===== src/rtl/mult_div_unit.sv =====
// Iterative HI/LO multiply/divide unit: MULT/MULTU shift-add, DIV/DIVU restoring, plus MTHI/MTLO.
// Result in HI/LO WIDTH+1 cycles after accept, MTHI/MTLO in 1 cycle; no queueing, start ignored while busy, abort flushes.
module mult_div_unit #(
    parameter int WIDTH = 32
) (
    input  logic             i_clk,
    input  logic             i_rst_n,
    input  logic             i_start,
    input  logic [5:0]       i_func,
    input  logic [WIDTH-1:0] i_a,
    input  logic [WIDTH-1:0] i_b,
    input  logic             i_abort,
    output logic             o_busy,
    output logic             o_done,
    output logic [WIDTH-1:0] o_hi,
    output logic [WIDTH-1:0] o_lo
);

    localparam logic [5:0] F_MULT  = 6'b011000;
    localparam logic [5:0] F_MULTU = 6'b011001;
    localparam logic [5:0] F_DIV   = 6'b011010;
    localparam logic [5:0] F_DIVU  = 6'b011011;
    localparam logic [5:0] F_MTHI  = 6'b010001;
    localparam logic [5:0] F_MTLO  = 6'b010011;
    localparam int         CW      = $clog2(WIDTH);

    typedef enum logic [1:0] {IDLE, RUN, FIX} state_t;

    state_t             state;
    logic [CW-1:0]      cnt;
    logic [2*WIDTH-1:0] acc;
    logic [WIDTH-1:0]   opnd;
    logic               is_div;
    logic               neg_hi;
    logic               neg_lo;

    logic               go;
    logic               op_mul;
    logic               op_div;
    logic               op_signed;
    logic [WIDTH-1:0]   a_mag;
    logic [WIDTH-1:0]   b_mag;
    logic [WIDTH:0]     add_sum;
    logic [WIDTH:0]     rem_sh;
    logic               no_borrow;
    logic [WIDTH-1:0]   rem_sub;
    logic [2*WIDTH-1:0] step_next;

    assign o_busy    = (state != IDLE);
    assign go        = i_start && !i_abort;
    assign op_mul    = (i_func == F_MULT) || (i_func == F_MULTU);
    assign op_div    = (i_func == F_DIV)  || (i_func == F_DIVU);
    assign op_signed = (i_func == F_MULT) || (i_func == F_DIV);
    assign a_mag     = (op_signed && i_a[WIDTH-1]) ? -i_a : i_a;
    assign b_mag     = (op_signed && i_b[WIDTH-1]) ? -i_b : i_b;

    // Multiply: acc = {partial product, remaining multiplier bits}, shifted right each step.
    // Divide: acc = {partial remainder, dividend/quotient bits}, shifted left each step.
    assign add_sum   = {1'b0, acc[2*WIDTH-1:WIDTH]} + {1'b0, opnd};
    assign rem_sh    = acc[2*WIDTH-1:WIDTH-1];
    assign no_borrow = (rem_sh >= {1'b0, opnd});
    assign rem_sub   = rem_sh[WIDTH-1:0] - opnd;

    always_comb begin
        step_next = acc;
        if (is_div) begin
            if (no_borrow) step_next = {rem_sub, acc[WIDTH-2:0], 1'b1};
            else           step_next = {acc[2*WIDTH-2:0], 1'b0};
        end else begin
            if (acc[0]) step_next = {add_sum, acc[WIDTH-1:1]};
            else        step_next = {1'b0, acc[2*WIDTH-1:1]};
        end
    end

    always_ff @(posedge i_clk) begin
        if (!i_rst_n) begin
            state  <= IDLE;
            cnt    <= '0;
            acc    <= '0;
            opnd   <= '0;
            is_div <= 1'b0;
            neg_hi <= 1'b0;
            neg_lo <= 1'b0;
            o_done <= 1'b0;
            o_hi   <= '0;
            o_lo   <= '0;
        end else begin
            o_done <= 1'b0;
            case (state)
                IDLE: begin
                    if (go && op_mul) begin
                        state  <= RUN;
                        cnt    <= '0;
                        is_div <= 1'b0;
                        acc    <= {{WIDTH{1'b0}}, b_mag};
                        opnd   <= a_mag;
                        neg_lo <= op_signed && (i_a[WIDTH-1] ^ i_b[WIDTH-1]);
                        neg_hi <= 1'b0;
                    end else if (go && op_div) begin
                        state  <= RUN;
                        cnt    <= '0;
                        is_div <= 1'b1;
                        opnd   <= b_mag;
                        // Zero divisor: raw dividend runs through, giving HI=a, LO=all ones.
                        if (i_b == '0) begin
                            acc    <= {{WIDTH{1'b0}}, i_a};
                            neg_lo <= 1'b0;
                            neg_hi <= 1'b0;
                        end else begin
                            acc    <= {{WIDTH{1'b0}}, a_mag};
                            neg_lo <= op_signed && (i_a[WIDTH-1] ^ i_b[WIDTH-1]);
                            neg_hi <= op_signed && i_a[WIDTH-1];
                        end
                    end else if (go && i_func == F_MTHI) begin
                        o_hi <= i_a;
                    end else if (go && i_func == F_MTLO) begin
                        o_lo <= i_a;
                    end
                end
                RUN: begin
                    if (i_abort) begin
                        state <= IDLE;
                    end else begin
                        acc <= step_next;
                        cnt <= cnt + 1'b1;
                        if (cnt == CW'(WIDTH-1)) state <= FIX;
                    end
                end
                FIX: begin
                    state <= IDLE;
                    if (!i_abort) begin
                        o_done <= 1'b1;
                        if (is_div) begin
                            o_hi <= neg_hi ? -acc[2*WIDTH-1:WIDTH] : acc[2*WIDTH-1:WIDTH];
                            o_lo <= neg_lo ? -acc[WIDTH-1:0]       : acc[WIDTH-1:0];
                        end else begin
                            {o_hi, o_lo} <= neg_lo ? -acc : acc;
                        end
                    end
                end
                default: state <= IDLE;
            endcase
        end
    end

endmodule


===== config.mk =====
export PLATFORM = sky130hd
export DESIGN_NAME = mult_div_unit
export DESIGN_NICKNAME = d
export VERILOG_FILES = /design/src/rtl/mult_div_unit.sv
export SDC_FILE = /design/constraint.sdc
export NUM_CORES = 1
export LEC_CHECK = 0
export ABC_AREA = 1
export CAP_MARGIN = 20
export CORE_ASPECT_RATIO = 1.5
export CORE_UTILIZATION = 45
export CTS_BUF_LIST = sky130_fd_sc_hd__clkbuf_4 sky130_fd_sc_hd__clkbuf_8
export CTS_CLUSTER_DIAMETER = 80
export DETAILED_ROUTE_END_ITERATION = 7
export SLEW_MARGIN = 20
export SYNTH_ARGS = -nofsm -noshare
export SYNTH_HDL_FRONTEND = slang
export SYNTH_SLANG_ARGS = --single-unit

===== constraint.sdc =====
create_clock -name i_clk -period 2.7 [get_ports i_clk]
set_input_delay 0.54 -clock i_clk [delete_from_list [all_inputs] [get_ports i_clk]]
set_output_delay 0.54 -clock i_clk [all_outputs]
set_load 0.005 [all_outputs]

==> reports/metrics.csv, run 1 <==
metric,value,unit
Syn Inst Count,3338,
CP Capture Type,flop,
CP Class,reg -> reg,
Fin. Hold Viols,0,
xor-xnor portion of the synthesized cell area,2.75,%
Mapped Nets,3484,
DRC Markers,15,
# hold bufs at CTS,0,
clk_lat worst skew,0.56,ns
CTS max path bufs,2,
P_leak,11.7,nW
vias in the first global route,23844,
drt via density,5.91,
dpl cells,4186,
core box area,39500,sq um
max-capacitance violation count,0,
die height,248,um
worst setup margin,0.0533,ns
syn avg cell area,5.44,sq um
failing checks,DRC,
Clock Sinks,171,
Setup Viol. Count Final,0,
Synth cell types,50,
die area,41100,sq um
post-place instance area,22300,sq um
ranking of synthesized cells by area,"nand2_1, dfxtp_1, inv_1",
critical path startpoint category,flop,
status,"complete, but fails checks",
Worst-path clk slew,0.13,ns
Worst Path Required,3.19,ns
final routed wire length divided by cell count,23.0,um
Worst Skew,0.0300,ns
DRT Wirelength,97.1,mm
Die X,166,um
Min Hold Slack,0.416,ns
main flop type after synthesis,dfxtp_1,
final critical-path required period,2.65,ns
Pre-antenna DRT Iters,8,
Tcrit/Tclk final,98.0,%
via count,24954,
pre-CTS WS,-0.397,ns
Synth Area in Adders,5.05,%
gpl congestion,1.13,
Initial Util,45.9,%
TritonCTS clock tree,built,
PortBufs,139,
Fmax achieved,378,MHz
RSZ-0062 raised after global routing,true,
PnR Total Power,6.12,mW
worst rel slew slack,36.4,%
crit path max fanout,4,
Critical Path AT,3.14,ns
Num CTS Buffers,17,
initial antenna violation count,2,
share of layout cells above drive strength 1,12.6,%
"Area growth, synth to finish",26.0,%
most frequent cell after synthesis,nand2_1,
ANT nets after route,0,
post-synthesis mux area share,0,%
#FFs+latches synth,171,
design area,22900,sq um
ys async rst share,0,%
share of the synthesized area in the top cell type,20.4,%
post-synthesis simple-gate area fraction,42.4,%
Root Driver,clkbuf_8,
fin cells,4221,
top cell type by total area after synthesis,nand2_1,
largest net degree at the start of global routing,86,
GR Util All Layers,46.8,%
synth cell count leaders,"nand2_1, inv_1, nor2_1",
power density cells,267,nW/um^2
IO Pins,140,
first-pass GRT wire length,143,mm
yosys warns,0,
R2R Setup Slk,0.05,ns
largest family of logic cells by synthesized area,simple AND/OR/NAND/NOR gates,
row count,89,
initial DRC count,2893,
"Slew Viols, Final",0,
Post-synth EDFFs,0,
deepest level of the CTS H-tree,4,
gr ovfl total,0,
Synth Area in Compound Gates,17.9,%
worst hold path class,in -> reg,
post-DP HPWL,78.7,mm
synthesized cell area,18100,sq um
Slew @ Worst Pin,0.944,ns
sequential share of the synthesized area,18.9,%
Layout Nets,3853,
Peak VDD IR,0.337,mV
==> registers in the layout, summed over array words and instances, names as in the netlist <==
| register | flops |
|---|---|
| state | 2 |
| neg_hi | 1 |
| cnt | 5 |
| o_hi | 32 |
| acc | 64 |
| opnd | 32 |
| o_done | 1 |
| neg_lo | 1 |
| is_div | 1 |
| o_lo | 32 |
==> cells by family after synthesis <==
kind of cell    after synthesis
fa+ha+maj                    72
compound gates              601
flops                       171
buf+inv                     604
simple gates               1833
xor+xnor                     57
==> worst max-delay path: stages (launching register included) <==
cell and delay, ns:
dfxtp_1 0.36, inv_1 0.12, ha_1 0.25, nand3_2 0.13, nor2_2 0.23, nand3_2 0.17, o21ai_1 0.46, nand4_1 0.22
nand3_1 0.11, nand3_1 0.30, a21oi_1 0.24
==> layer usage <==
layer  vias to the layer above  routed length [um]  GRT usage (%)
li1                      11500                   -              -
met1                     11270               31700           45.2
met2                      1583               44600           79.6
met3                       597                8140           10.1
met4                         4               12700           52.1
met5                         -                  69           1.29
==> placed cells by master (no fill, tap or decap), types with 6 or more instances in the layout <==
| cell | n |
|---|---|
| xor2_1 | 51 |
| ha_1 | 66 |
| o221ai_1 | 13 |
| a31oi_1 | 9 |
| clkdlybuf4s50_1 | 138 |
| nor3_1 | 36 |
| nor2_1 | 362 |
| a22oi_1 | 7 |
| nand3_2 | 6 |
| clkinv_8 | 9 |
| o21ai_1 | 21 |
| nand2_1 | 979 |
| inv_1 | 465 |
| nand3b_1 | 14 |
| clkbuf_8 | 17 |
| or2_2 | 15 |
| buf_12 | 13 |
| dfxtp_1 | 155 |
| nand2_2 | 10 |
| a21oi_2 | 6 |
| o21bai_1 | 9 |
| a21oi_1 | 267 |
| nand4_1 | 52 |
| dfxtp_2 | 12 |
| inv_2 | 12 |
| xnor2_1 | 6 |
| o21ai_0 | 218 |
| buf_4 | 322 |
| nand3_1 | 323 |
| nor2_2 | 16 |
| o211ai_1 | 37 |
==> power breakdown <==
part | leakage, nW | total, mW | switching (mW) | internal [mW]
Clock | 0.216 | 2.02 | 1.29 | 0.728
Combinational | 10.1 | 1.53 | 0.966 | 0.562
Sequential | 1.39 | 2.57 | 0.0274 | 2.54
==> cell type report <==
cell class	count	area, sq um
flip-flops and latches	171	3450
inverters	479	1800
clock buffers	17	234
diodes	1	2.50
multi-input cells	2563	12500
well taps	500	626
fillers	4050	16700
clock inverters	15	211
repair buffers	475	4080
==> path summary, 6_finish.rpt <==
kind,start,cells after the start,end
max,acc[1],10,o_hi[26]
min,i_rst_n,3,acc[25]
max reg2reg,acc[1],10,o_hi[26]
min reg2reg,cnt[2],1,cnt[2]
==> through the flow <==
stage	util, %	TNS (ns)
global route	57.9	-0.00170
CTS	57.5	0
floorplan	-	0
finish	57.9	0
global placement	56.4	-4.19
detailed placement	56.4	-6.98
==> repair_timing <==
| action | in CTS | in global routing |
|---|---|---|
| pin swaps | 0 | 0 |
| resized for setup | 4 | 44 |
| setup buffers | 0 | 2 |
| endpoints found under the setup margin | 4 | 38 |
| endpoints found under the hold margin | 0 | 0 |
Power figures use the tool's default switching activity.
==> inputs of run 2 (changes only) <==
ABC_AREA = 0   (was 1)
TNS_END_PERCENT = 30   (was not set)
==> reports/metrics.csv, run 2 <==
metric,value,unit
main flop type after synthesis,dfxtp_1,
Reg power frac,40.8,%
Pre-antenna DRT Iters,6,
Worst-path clk slew,0.11,ns
Worst Path Required,3.18,ns
share of layout cells above drive strength 1,33.9,%
synthesized cell area,15600,sq um
sequential share of the synthesized area,22.0,%
Tcrit/Tclk final,117,%
vias in the first global route,19766,
"Slew Viols, Final",0,
initial DRC count,1501,
worst rel slew slack,46.4,%
power density cells,260,nW/um^2
most frequent cells in the layout,"buf_4, nand2_1, a21oi_1",
Mapped Nets,2298,
top cell type by total area after synthesis,dfxtp_1,
yosys warns,0,
Die X,154,um
most frequent cell after synthesis,nand2_1,
R2R Setup Slk,-0.45,ns
deepest level of the CTS H-tree,4,
DRT Wirelength,77.1,mm
Setup Viol. Count Final,73,
worst hold path class,in -> reg,
post-DP HPWL,59.9,mm
first-pass GRT wire length,113,mm
Syn Inst Count,2152,
Fin. Hold Viols,0,
fin cells,3219,
"commonest non-fill, non-tap cell in the layout",buf_4,
critical path depth in cells,15,
gr busiest metal,met2,
CP peak stage delay,0.40,ns
share of the synthesized area in the top cell type,22.0,%
CP Capture Type,flop,
critical path startpoint category,flop,
dpl cells,3145,
P_leak,9.88,nW
Post-synth EDFFs,0,
syn avg cell area,7.24,sq um
GR met3 Demand/Resource,5.88,%
gr ovfl total,0,
TritonCTS clock tree,built,
Initial Util,45.6,%
Internal Power,4.15,mW
clock power share,32.6,%
Sw Pwr,2.08,mW
CP Class,reg -> reg,
IO Pins,140,
die height,230,um
"CP delay by family, top",simple AND/OR/NAND/NOR gates,
RSZ-0062 raised after global routing,true,
final routed wire length divided by cell count,24.0,um
slowest CP cell,nor4_2,
die area,35400,sq um
ANT nets after route,0,
area taken by multi-input logic gates,12800,sq um
Critical Path Most Common Cell,buf_12,
max-capacitance violation count,0,
drt via density,6.11,
Layout fillers,2884,
FF+latch area,3480,sq um
Critical Path AT,3.63,ns
final critical-path required period,3.15,ns
Switching Share,33.4,%
#FFs+latches synth,171,
Slew @ Worst Pin,0.805,ns
failing checks,setup timing,
Clock Sinks,171,
Peak VDD IR,0.340,mV
max reg flops,64,
Hold Startpoint,i_rst_n,
Num CTS Buffers,17,
GR Util met1,41.6,%
GR Util All Layers,42.6,%
DRC Markers,0,
CTS max path bufs,2,
synth cell count leaders,"nand2_1, a21oi_1, dfxtp_1",
via count,19679,
Bufs and invs on worst path,6,
Comb power frac,26.6,%
"Area growth, synth to finish",53.5,%
crit path max fanout,6,
initial antenna violation count,3,
worst setup margin,-0.453,ns
largest net degree at the start of global routing,131,
Min Hold Slack,0.390,ns
gpl congestion,1.04,
Hold EP,opnd[11],
Worst Skew,0.0179,ns
core box area,34200,sq um
status,"complete, but fails checks",
PortBufs,139,
CP Cell Sequence,inv_1 -> ha_4 -> buf_4 -> nand4_1 -> nor4_2 -> buf_4 -> nand4_1 -> nand2_2 -> o21ai_4 -> buf_12 -> buf_12 -> buf_12 -> mux2i_4 -> a221oi_2 -> a21o_1,
clk_lat worst skew,0.54,ns
reg2reg end,acc[40],
Layout Nets,2926,
global routing usage on met2,75.5,%
largest reg by FF count,acc,
ys async rst share,0,%
hold path depth,2,
Fmax achieved,317,MHz
Root Driver,clkbuf_8,
ranking of synthesized cells by area,"dfxtp_1, a21oi_1, nand2_1",
Synth cell types,81,
row count,83,
FF-to-FF path depth,15,
reg-to-reg startpoint,opnd[12],
[run 2: cell types whose count changed after synthesis, moves of 89 or more]
cell / delta
xnor2_1: +89
o21ai_0: -107
nand3_1: -267
nand2_1: -747
inv_1: -403
nor2_1: -201
[run 2: kinds of logic (layout without fill, tap and decap cells)]
kind of cell,Yosys count,count (layout),synth area share (%)
buf+inv,230,871,5.67
compound gates,718,718,30.3
other cells,0,1,0
mux,53,53,3.45
simple gates,717,717,22.0
flops,171,171,22.0
xor+xnor,191,191,10.7
fa+ha+maj,72,72,5.88
[run 2: final cells by class]
type                       count  area share, %
inverter                      64           1.02
multi-input combinational   1751           53.4
clock inverter                14          0.717
sequential                   171           14.6
clock buffer                  18           1.04
timing repair buffer         775           27.0
antenna                        1         0.0105
tap                          425           2.22
[run 2: power by group through the flow]
stage	clock [mW]	combinational, mW	sequential (mW)
2_1_floorplan	0	0.585	2.60
3_3_place_gp	0	1.37	2.60
3_5_place_dp	0	1.38	2.60
4_1_cts	2.03	1.54	2.54
5_1_grt	2.13	1.73	2.54
6_report	2.03	1.66	2.54
[run 2: through the flow]
step / setup slack [ns] / setup TNS (ns) / area [sq um] / power [mW] / utilization, %
2_1_floorplan: -0.163 / -2.70 / 15800 / 3.19 / -
3_3_place_gp: -0.683 / -54.74 / 21600 / 3.98 / 63.2
3_5_place_dp: -0.734 / -59.21 / 21600 / 3.98 / 63.2
4_1_cts: -0.384 / -10.92 / 23200 / 6.12 / 67.9
5_1_grt: -0.527 / -23.23 / 23900 / 6.40 / 70.0
6_report: -0.453 / -17.75 / 23900 / 6.23 / 70.0
[run 2: timing repair]
action,in CTS,in global routing
gates resized for setup,222,121
pin swaps,88,82
gates cloned,1,0
setup buffers,27,22
endpoints found under the setup margin,96,122
hold buffers,0,0
[run 2: how the worst max path moves through the flow]
stage               startpoint        to  slack, ns
floorplan              acc[24]  o_hi[28]      -0.16
global placement       i_a[14]  opnd[29]      -0.68
detailed placement     i_a[14]   acc[24]      -0.73
CTS                    acc[24]  o_hi[27]      -0.38
global route          opnd[12]   acc[40]      -0.53
finish                opnd[12]   acc[40]      -0.45
[run 2: per-layer routing]
| metal | vias up | share of wire [%] |
|---|---|---|
| li1 | 9073 | - |
| met2 | 912 | 49 |
| met4 | 2 | 11 |
| met1 | 9292 | 34 |
| met3 | 400 | 5.6 |
| met5 | - | 0.017 |
